### config.mk
export PLATFORM = sky130hd
export DESIGN_NAME = uart_image_loader_flat
export DESIGN_NICKNAME = d
export VERILOG_FILES = /design/src/rtl/image_pkg.sv /design/src/rtl/uart_image_loader_if.sv /design/src/rtl/uart_rx_core.sv /design/src/rtl/uart_image_loader.sv /design/src/flat_wrapper.sv
export SDC_FILE = /design/constraint.sdc
export NUM_CORES = 1
export LEC_CHECK = 0
export ABC_CLOCK_PERIOD_IN_PS = 2100
export BUFFER_PORTS_ARGS = -buffer_cell sky130_fd_sc_hd__buf_2
export CAP_MARGIN = 20
export CORE_MARGIN = 2
export CORE_UTILIZATION = 40
export CTS_BUF_LIST = sky130_fd_sc_hd__clkbuf_4
export CTS_CLUSTER_DIAMETER = 150
export DETAILED_ROUTE_END_ITERATION = 8
export PLACE_DENSITY = 0.6
export SKIP_CTS_REPAIR_TIMING = 1
export SYNTH_ARGS = -nofsm -noshare
export SYNTH_HDL_FRONTEND = slang
export SYNTH_SLANG_ARGS = --single-unit
export TNS_END_PERCENT = 100
### constraint.sdc
create_clock -name clk -period 2.1 [get_ports clk]
set_input_delay 0.105 -clock clk [delete_from_list [all_inputs] [get_ports clk]]
set_output_delay 0.105 -clock clk [all_outputs]
set_load 0.1 [all_outputs]
### src/rtl/image_pkg.sv
// Shared types, image defaults and UART timing helper for the image loader slice.
package image_pkg;

    localparam int IMG_W          = 128;
    localparam int IMG_H          = 128;
    localparam int IMG_NUM_PIXELS = IMG_W * IMG_H;
    localparam int IMG_ADDR_W     = 14;

    // RX state encoding kept as plain constants so older blocks can compare against it.
    typedef logic [2:0] rx_state_t;
    localparam rx_state_t RX_IDLE      = 3'd0;
    localparam rx_state_t RX_START     = 3'd1;
    localparam rx_state_t RX_DATA      = 3'd2;
    localparam rx_state_t RX_PARITY    = 3'd3;
    localparam rx_state_t RX_STOP      = 3'd4;
    localparam rx_state_t RX_WAIT_HIGH = 3'd5;

    function automatic int clks_per_bit(input int clk_freq, input int baud);
        return clk_freq / baud;
    endfunction

endpackage

### src/rtl/uart_image_loader_if.sv
// Input-memory write bus driven by the UART image loader.
interface uart_image_loader_if #(
    parameter int ADDR_W = 14
);
    logic [ADDR_W-1:0] addressin;
    logic [7:0]        input_pixel;
    logic              pixel_we;
    logic              transfer_done;

    modport master (output addressin, output input_pixel, output pixel_we, output transfer_done);
    modport slave  (input  addressin, input  input_pixel, input  pixel_we, input  transfer_done);
endinterface

### src/rtl/uart_rx_core.sv
// UART receiver: 2-flop synchroniser, mid-bit sampling FSM, 1-cycle rx_valid / rx_err strobes.
// Even parity bit checked only when UART_PARITY_EN is defined (8E1), otherwise 8N1.
module uart_rx_core
    import image_pkg::*;
#(
    parameter int CLKS_PER_BIT = 868
) (
    input  logic       clk,
    input  logic       rst,
    input  logic       rx,
    output logic [7:0] rx_byte,
    output logic       rx_valid,
    output logic       rx_err,
    output logic       busy
);
    localparam int CNT_W = $clog2(CLKS_PER_BIT);
    localparam logic [CNT_W-1:0] FULL = CNT_W'(CLKS_PER_BIT - 1);
    localparam logic [CNT_W-1:0] HALF = CNT_W'(CLKS_PER_BIT / 2 - 1);

    // [1:0] is the synchroniser proper; [2] only delays for falling-edge detection.
    logic [2:0]       sync_reg;
    rx_state_t        state_reg, state_next;
    logic [CNT_W-1:0] cnt_reg, cnt_next;
    logic [2:0]       bit_reg, bit_next;
    logic [7:0]       shift_reg, shift_next;
    logic             par_err_reg, par_err_next;
    logic             rx_s, fall;

    assign rx_s = sync_reg[1];
    assign fall = sync_reg[2] & ~sync_reg[1];

    always_ff @(posedge clk or negedge rst) begin
        if (!rst) begin
            sync_reg    <= 3'b111;
            state_reg   <= RX_IDLE;
            cnt_reg     <= '0;
            bit_reg     <= '0;
            shift_reg   <= '0;
            par_err_reg <= 1'b0;
        end else begin
            sync_reg    <= {sync_reg[1:0], rx};
            state_reg   <= state_next;
            cnt_reg     <= cnt_next;
            bit_reg     <= bit_next;
            shift_reg   <= shift_next;
            par_err_reg <= par_err_next;
        end
    end

    always_comb begin
        state_next   = state_reg;
        cnt_next     = cnt_reg + 1'b1;
        bit_next     = bit_reg;
        shift_next   = shift_reg;
        par_err_next = par_err_reg;
        rx_valid     = 1'b0;
        rx_err       = 1'b0;
        case (state_reg)
            RX_IDLE: begin
                cnt_next     = '0;
                par_err_next = 1'b0;
                if (fall) state_next = RX_START;
            end
            RX_START: begin
                if (cnt_reg == HALF) begin
                    cnt_next   = '0;
                    bit_next   = '0;
                    state_next = rx_s ? RX_IDLE : RX_DATA;
                end
            end
            RX_DATA: begin
                if (cnt_reg == FULL) begin
                    cnt_next   = '0;
                    shift_next = {rx_s, shift_reg[7:1]};
                    bit_next   = bit_reg + 3'd1;
                    if (bit_reg == 3'd7) begin
`ifdef UART_PARITY_EN
                        state_next = RX_PARITY;
`else
                        state_next = RX_STOP;
`endif
                    end
                end
            end
`ifdef UART_PARITY_EN
            RX_PARITY: begin
                if (cnt_reg == FULL) begin
                    cnt_next     = '0;
                    par_err_next = rx_s ^ (^shift_reg);
                    state_next   = RX_STOP;
                end
            end
`endif
            RX_STOP: begin
                if (cnt_reg == FULL) begin
                    cnt_next = '0;
                    if (rx_s) begin
                        rx_valid   = ~par_err_reg;
                        rx_err     = par_err_reg;
                        state_next = RX_IDLE;
                    end else begin
                        rx_err     = 1'b1;
                        state_next = RX_WAIT_HIGH;
                    end
                end
            end
            RX_WAIT_HIGH: begin
                cnt_next = '0;
                if (rx_s) state_next = RX_IDLE;
            end
            default: state_next = RX_IDLE;
        endcase
    end

    assign rx_byte = shift_reg;
    assign busy    = (state_reg != RX_IDLE);

endmodule

### src/rtl/uart_image_loader.sv
// Loads a NUM_PIXELS grayscale image from UART into input memory, then raises transfer_done.
// Define UART_PARITY_EN to expect an even-parity bit in every frame.
module uart_image_loader
    import image_pkg::*;
#(
    parameter int CLK_FREQ   = 100000000,
    parameter int BAUD       = 115200,
    parameter int NUM_PIXELS = IMG_NUM_PIXELS,
    parameter int ADDR_W     = IMG_ADDR_W
) (
    input  logic                   clk,
    input  logic                   rst,
    input  logic                   uart_rx,
    input  logic                   restart,
    uart_image_loader_if.master    mem,
    output logic                   frame_error,
    output logic                   busy
);
    localparam int CLKS_PER_BIT = clks_per_bit(CLK_FREQ, BAUD);
    localparam logic [ADDR_W-1:0] LAST = ADDR_W'(NUM_PIXELS - 1);

    logic [7:0]        rx_byte;
    logic              rx_valid, rx_err;
    logic [ADDR_W-1:0] cnt_reg, addr_reg;
    logic [7:0]        pixel_reg;
    logic              we_reg, done_reg, ferr_reg;
    logic              last_pending;

    uart_rx_core #(.CLKS_PER_BIT(CLKS_PER_BIT)) u_rx (
        .clk      (clk),
        .rst      (rst),
        .rx       (uart_rx),
        .rx_byte  (rx_byte),
        .rx_valid (rx_valid),
        .rx_err   (rx_err),
        .busy     (busy)
    );

    // The final strobe is still on the bus while done is being raised; block writes then too.
    assign last_pending = we_reg && (addr_reg == LAST);

    always_ff @(posedge clk or negedge rst) begin
        if (!rst) begin
            cnt_reg   <= '0;
            addr_reg  <= '0;
            pixel_reg <= '0;
            we_reg    <= 1'b0;
            done_reg  <= 1'b0;
            ferr_reg  <= 1'b0;
        end else begin
            we_reg <= 1'b0;
            if (restart) begin
                cnt_reg  <= '0;
                addr_reg <= '0;
                done_reg <= 1'b0;
                ferr_reg <= 1'b0;
            end else begin
                if (rx_err) ferr_reg <= 1'b1;
                if (last_pending) done_reg <= 1'b1;
                if (rx_valid && !done_reg && !last_pending) begin
                    we_reg    <= 1'b1;
                    addr_reg  <= cnt_reg;
                    pixel_reg <= rx_byte;
                    if (cnt_reg != LAST) cnt_reg <= cnt_reg + 1'b1;
                end
            end
        end
    end

    assign mem.addressin     = addr_reg;
    assign mem.input_pixel   = pixel_reg;
    assign mem.pixel_we      = we_reg;
    assign mem.transfer_done = done_reg;
    assign frame_error       = ferr_reg;

endmodule

### src/flat_wrapper.sv
// flat-port wrapper written by rule: the top's interface ports become plain ports
module uart_image_loader_flat import image_pkg::*;
#(
    parameter int CLK_FREQ   = 100000000,
    parameter int BAUD       = 115200,
    parameter int NUM_PIXELS = IMG_NUM_PIXELS,
    parameter int ADDR_W     = IMG_ADDR_W
)
  (clk, rst, uart_rx, restart, frame_error, busy, mem_addressin, mem_input_pixel, mem_pixel_we, mem_transfer_done);
  uart_image_loader_if #(.ADDR_W(ADDR_W)) mem_i ();
  input  logic clk;
  input  logic rst;
  input  logic uart_rx;
  input  logic restart;
  output logic frame_error;
  output logic busy;
  output wire logic [$bits(mem_i.addressin)-1:0] mem_addressin;
  output wire logic [$bits(mem_i.input_pixel)-1:0] mem_input_pixel;
  output wire logic [$bits(mem_i.pixel_we)-1:0] mem_pixel_we;
  output wire logic [$bits(mem_i.transfer_done)-1:0] mem_transfer_done;
  assign mem_addressin = mem_i.addressin;
  assign mem_input_pixel = mem_i.input_pixel;
  assign mem_pixel_we = mem_i.pixel_we;
  assign mem_transfer_done = mem_i.transfer_done;
  uart_image_loader #(.CLK_FREQ(CLK_FREQ), .BAUD(BAUD), .NUM_PIXELS(NUM_PIXELS), .ADDR_W(ADDR_W)) u_core (.clk(clk), .rst(rst), .uart_rx(uart_rx), .restart(restart), .mem(mem_i), .frame_error(frame_error), .busy(busy));
endmodule
==> reports/qor.yml <==
outcome: "finished with violations"
violations: "negative setup slack"
area.growth.synth_to_final_pct: 31.5
finalClockSkew_ps: 21.2
nNetsFinal: 368
synth.distinct_cells: 53
intPower_mw: 2.24
crit_type: "reg2reg"
pwr-share-seq_pct: 44.8
worstPathRequired_ps: 2420
wire_per_inst_um: 14.1
clock_path_buffers: 2
swShare_pct: 27.6
fmax_mhz: 456
leakage_nw: 1.81
fin_area_um2: 4060
netlist_instances: 291
fp-row-count: 32
clk_latency_ps: 430
tritoncts: "built"
min_period_over_period_pct: 104
die_h_um: 91.8
grt_pass1_wl_mm: 10.9
synth-edff-count: 0
ys_async_sr_fraction_pct: 100
yosys_warnings: 0
place.detailed.hpwl_mm: 4.37
portBuffers: 29
max-slew-margin-rel_pct: 58.0
cp-end-kind: "register"
rrSetupSlack_ps: -90
grt_pass1_vias: 2248
power.switching_mw: 0.855
dp.cells: 441
via_count: 2387
fill_cells: 686
synthesis.nets: 300
drcViolationCount: 0
cap_violations: 0
synth_ff_type: "dfrtp_1"
crit_fanout: 8
hp-class: "in2reg"
place.gp.congestion: 0.821
tns_ps: -974
vias_per_cell: 5.12
clk_pin_slew_ps: 120
track_usage_pct: 16.4
syn_avg_cell_area_um2: 10.6
setup_viol: 19
num_antenna_cells: 0
clock_sinks: 66
vdd.ir_drop.worst_mv: 0.413
die_w_um: 91.8
htreeDepth: 3
rsz0062_at_grt: "true"
combPwrFrac_pct: 19.2
critPathArrivalTime_ps: 2510
antenna_found_initial: 0
drive_above_1_share_pct: 41.2
dieArea_um2: 8430
ys_seq_area_share_pct: 53.7
drt-total-wl_mm: 6.56
numCtsBuffers: 9
overflow: 0
synth_seq_cells: 66
hold_violations: 0
period_needed_ps: 2190
ant_nets: 0
placed_cell_area_um2: 3630
drt_iter0_markers: 102
syn_area_um2: 3080
p_clk_share_pct: 35.9
setup_ws_ps: -92.5
drv_slew: 0
first_pass_iters: 4
worst_pin_slew_ps: 630
initial_core_util_pct: 40.5
core_um2: 7610
p_per_area_nw_per_um2: 763
whs_ps: 177
io_pins: 30
critPathLaunchType: "register"
instances_no_fill: 466
grt_max_degree: 41
fin_util_pct: 53.3
root_buffer: "clkbuf_4"
[per-layer routing]
metal / part of all wire [%] / vias to the layer above / track usage [%]
met5: 0 / - / 0
met4: 1.9 / 0 / 8.58
met3: 3.6 / 10 / 3.20
met2: 50 / 45 / 26.3
met1: 44 / 1150 / 21.2
li1: - / 1182 / -
[Yosys cell counts, types with 4 or more instances]
master | count | area [um^2]
ha_1 | 5 | 62.6
nor2_1 | 27 | 101
dfrtp_1 | 63 | 1580
nor4_1 | 5 | 31.3
mux2_2 | 12 | 135
xnor2_1 | 6 | 52.6
buf_2 | 5 | 25.0
inv_1 | 5 | 18.8
xor2_1 | 4 | 35.0
a21oi_1 | 22 | 110
nor3_1 | 5 | 25.0
o21ai_0 | 4 | 20.0
nand4_1 | 8 | 50.1
clkbuf_1 | 6 | 22.5
nand3_1 | 8 | 40.0
nand2_1 | 40 | 150
or3_1 | 4 | 25.0
mux2_4 | 7 | 105
[kinds of logic (layout without fill, tap and decap cells)]
kind of cell	Yosys count	after routing	share of synthesized area, %
multiplexers	20	20	8.12
AND/OR/NAND/NOR	127	127	21.4
AO/OA/AOI/OAI	45	45	9.25
XOR/XNOR	10	10	2.84
adder cells (fa/ha/maj)	5	5	2.03
flip-flops	66	66	53.7
buffers and inverters	18	91	2.64
[layout by cell type (no fill, tap or decap), drive strengths merged, types with 3 or more instances in the layout]
| cell type | Yosys | final |
|---|---|---|
| nor3 | 6 | 6 |
| nor3b | 3 | 3 |
| buf | 7 | 67 |
| o21ai | 4 | 4 |
| nor2 | 28 | 28 |
| xnor2 | 6 | 6 |
| dfrtp | 63 | 63 |
| nor4 | 6 | 6 |
| or3 | 4 | 4 |
| clkbuf | 6 | 10 |
| or2 | 4 | 4 |
| dfstp | 3 | 3 |
| xor2 | 4 | 4 |
| nor4b | 3 | 3 |
| o41ai | 3 | 3 |
| bufinv | 0 | 3 |
| nand4 | 8 | 8 |
| nor2b | 3 | 3 |
| nand3 | 8 | 8 |
| a21oi | 22 | 22 |
| inv | 5 | 7 |
| ha | 5 | 5 |
| nand2 | 40 | 40 |
| or4 | 3 | 3 |
| mux2 | 19 | 19 |
[through the flow]
step / power [mW] / worst slack [ps]
2_1_floorplan: 1.64 / -62.5
3_3_place_gp: 1.85 / -78.7
3_5_place_dp: 1.86 / -85.8
4_1_cts: 2.98 / -124
5_1_grt: 3.25 / -136
6_report: 3.09 / -92.5
[power by group through the flow]
stage / clock network (mW) / registers, mW / logic, mW
finish: 1.11 / 1.39 / 0.595
global route: 1.20 / 1.40 / 0.651
CTS: 1.15 / 1.39 / 0.448
detailed placement: 0 / 1.41 / 0.445
global placement: 0 / 1.40 / 0.441
floorplan: 0 / 1.43 / 0.208
[cell type report]
class / instances / area, um^2 / area share, %
clock inverters: 7 / 125 / 3.09
inverters: 5 / 21.3 / 0.525
well taps: 102 / 128 / 3.15
repair buffers: 70 / 519 / 12.8
multi-input cells: 207 / 1490 / 36.7
clock buffers: 9 / 67.6 / 1.67
flip-flops and latches: 66 / 1710 / 42.1
[critical path, stage by stage, from the launching register on]
cell	delay, ps
dfrtp_1	410
buf_6	120
ha_4	140
nand2_4	50
or4_4	490
or4_4	430
buf_8	160
mux2_4	300
[path summary, 6_finish.rpt]
check                                             startpoint                               endpoint  cells after the start
hold reg to reg            u_core.u_rx.sync_reg[0]$_DFF_PN1_      u_core.u_rx.sync_reg[1]$_DFF_PN1_                      0
setup reg to reg            u_core.u_rx.cnt_reg[1]$_DFF_PN0_     u_core.u_rx.rx_byte[0]$_DFFE_PN0P_                      7
max in group asynchronous                                rst      u_core.u_rx.sync_reg[1]$_DFF_PN1_                      3
hold / removal                                       restart          u_core.cnt_reg[0]$_DFFE_PN0P_                      2
setup / recovery            u_core.u_rx.cnt_reg[1]$_DFF_PN0_     u_core.u_rx.rx_byte[0]$_DFFE_PN0P_                      7
min in group asynchronous                                rst  u_core.mem.input_pixel[1]$_DFFE_PN0P_                      2
No activity file was read; power rests on OpenSTA's default activity.
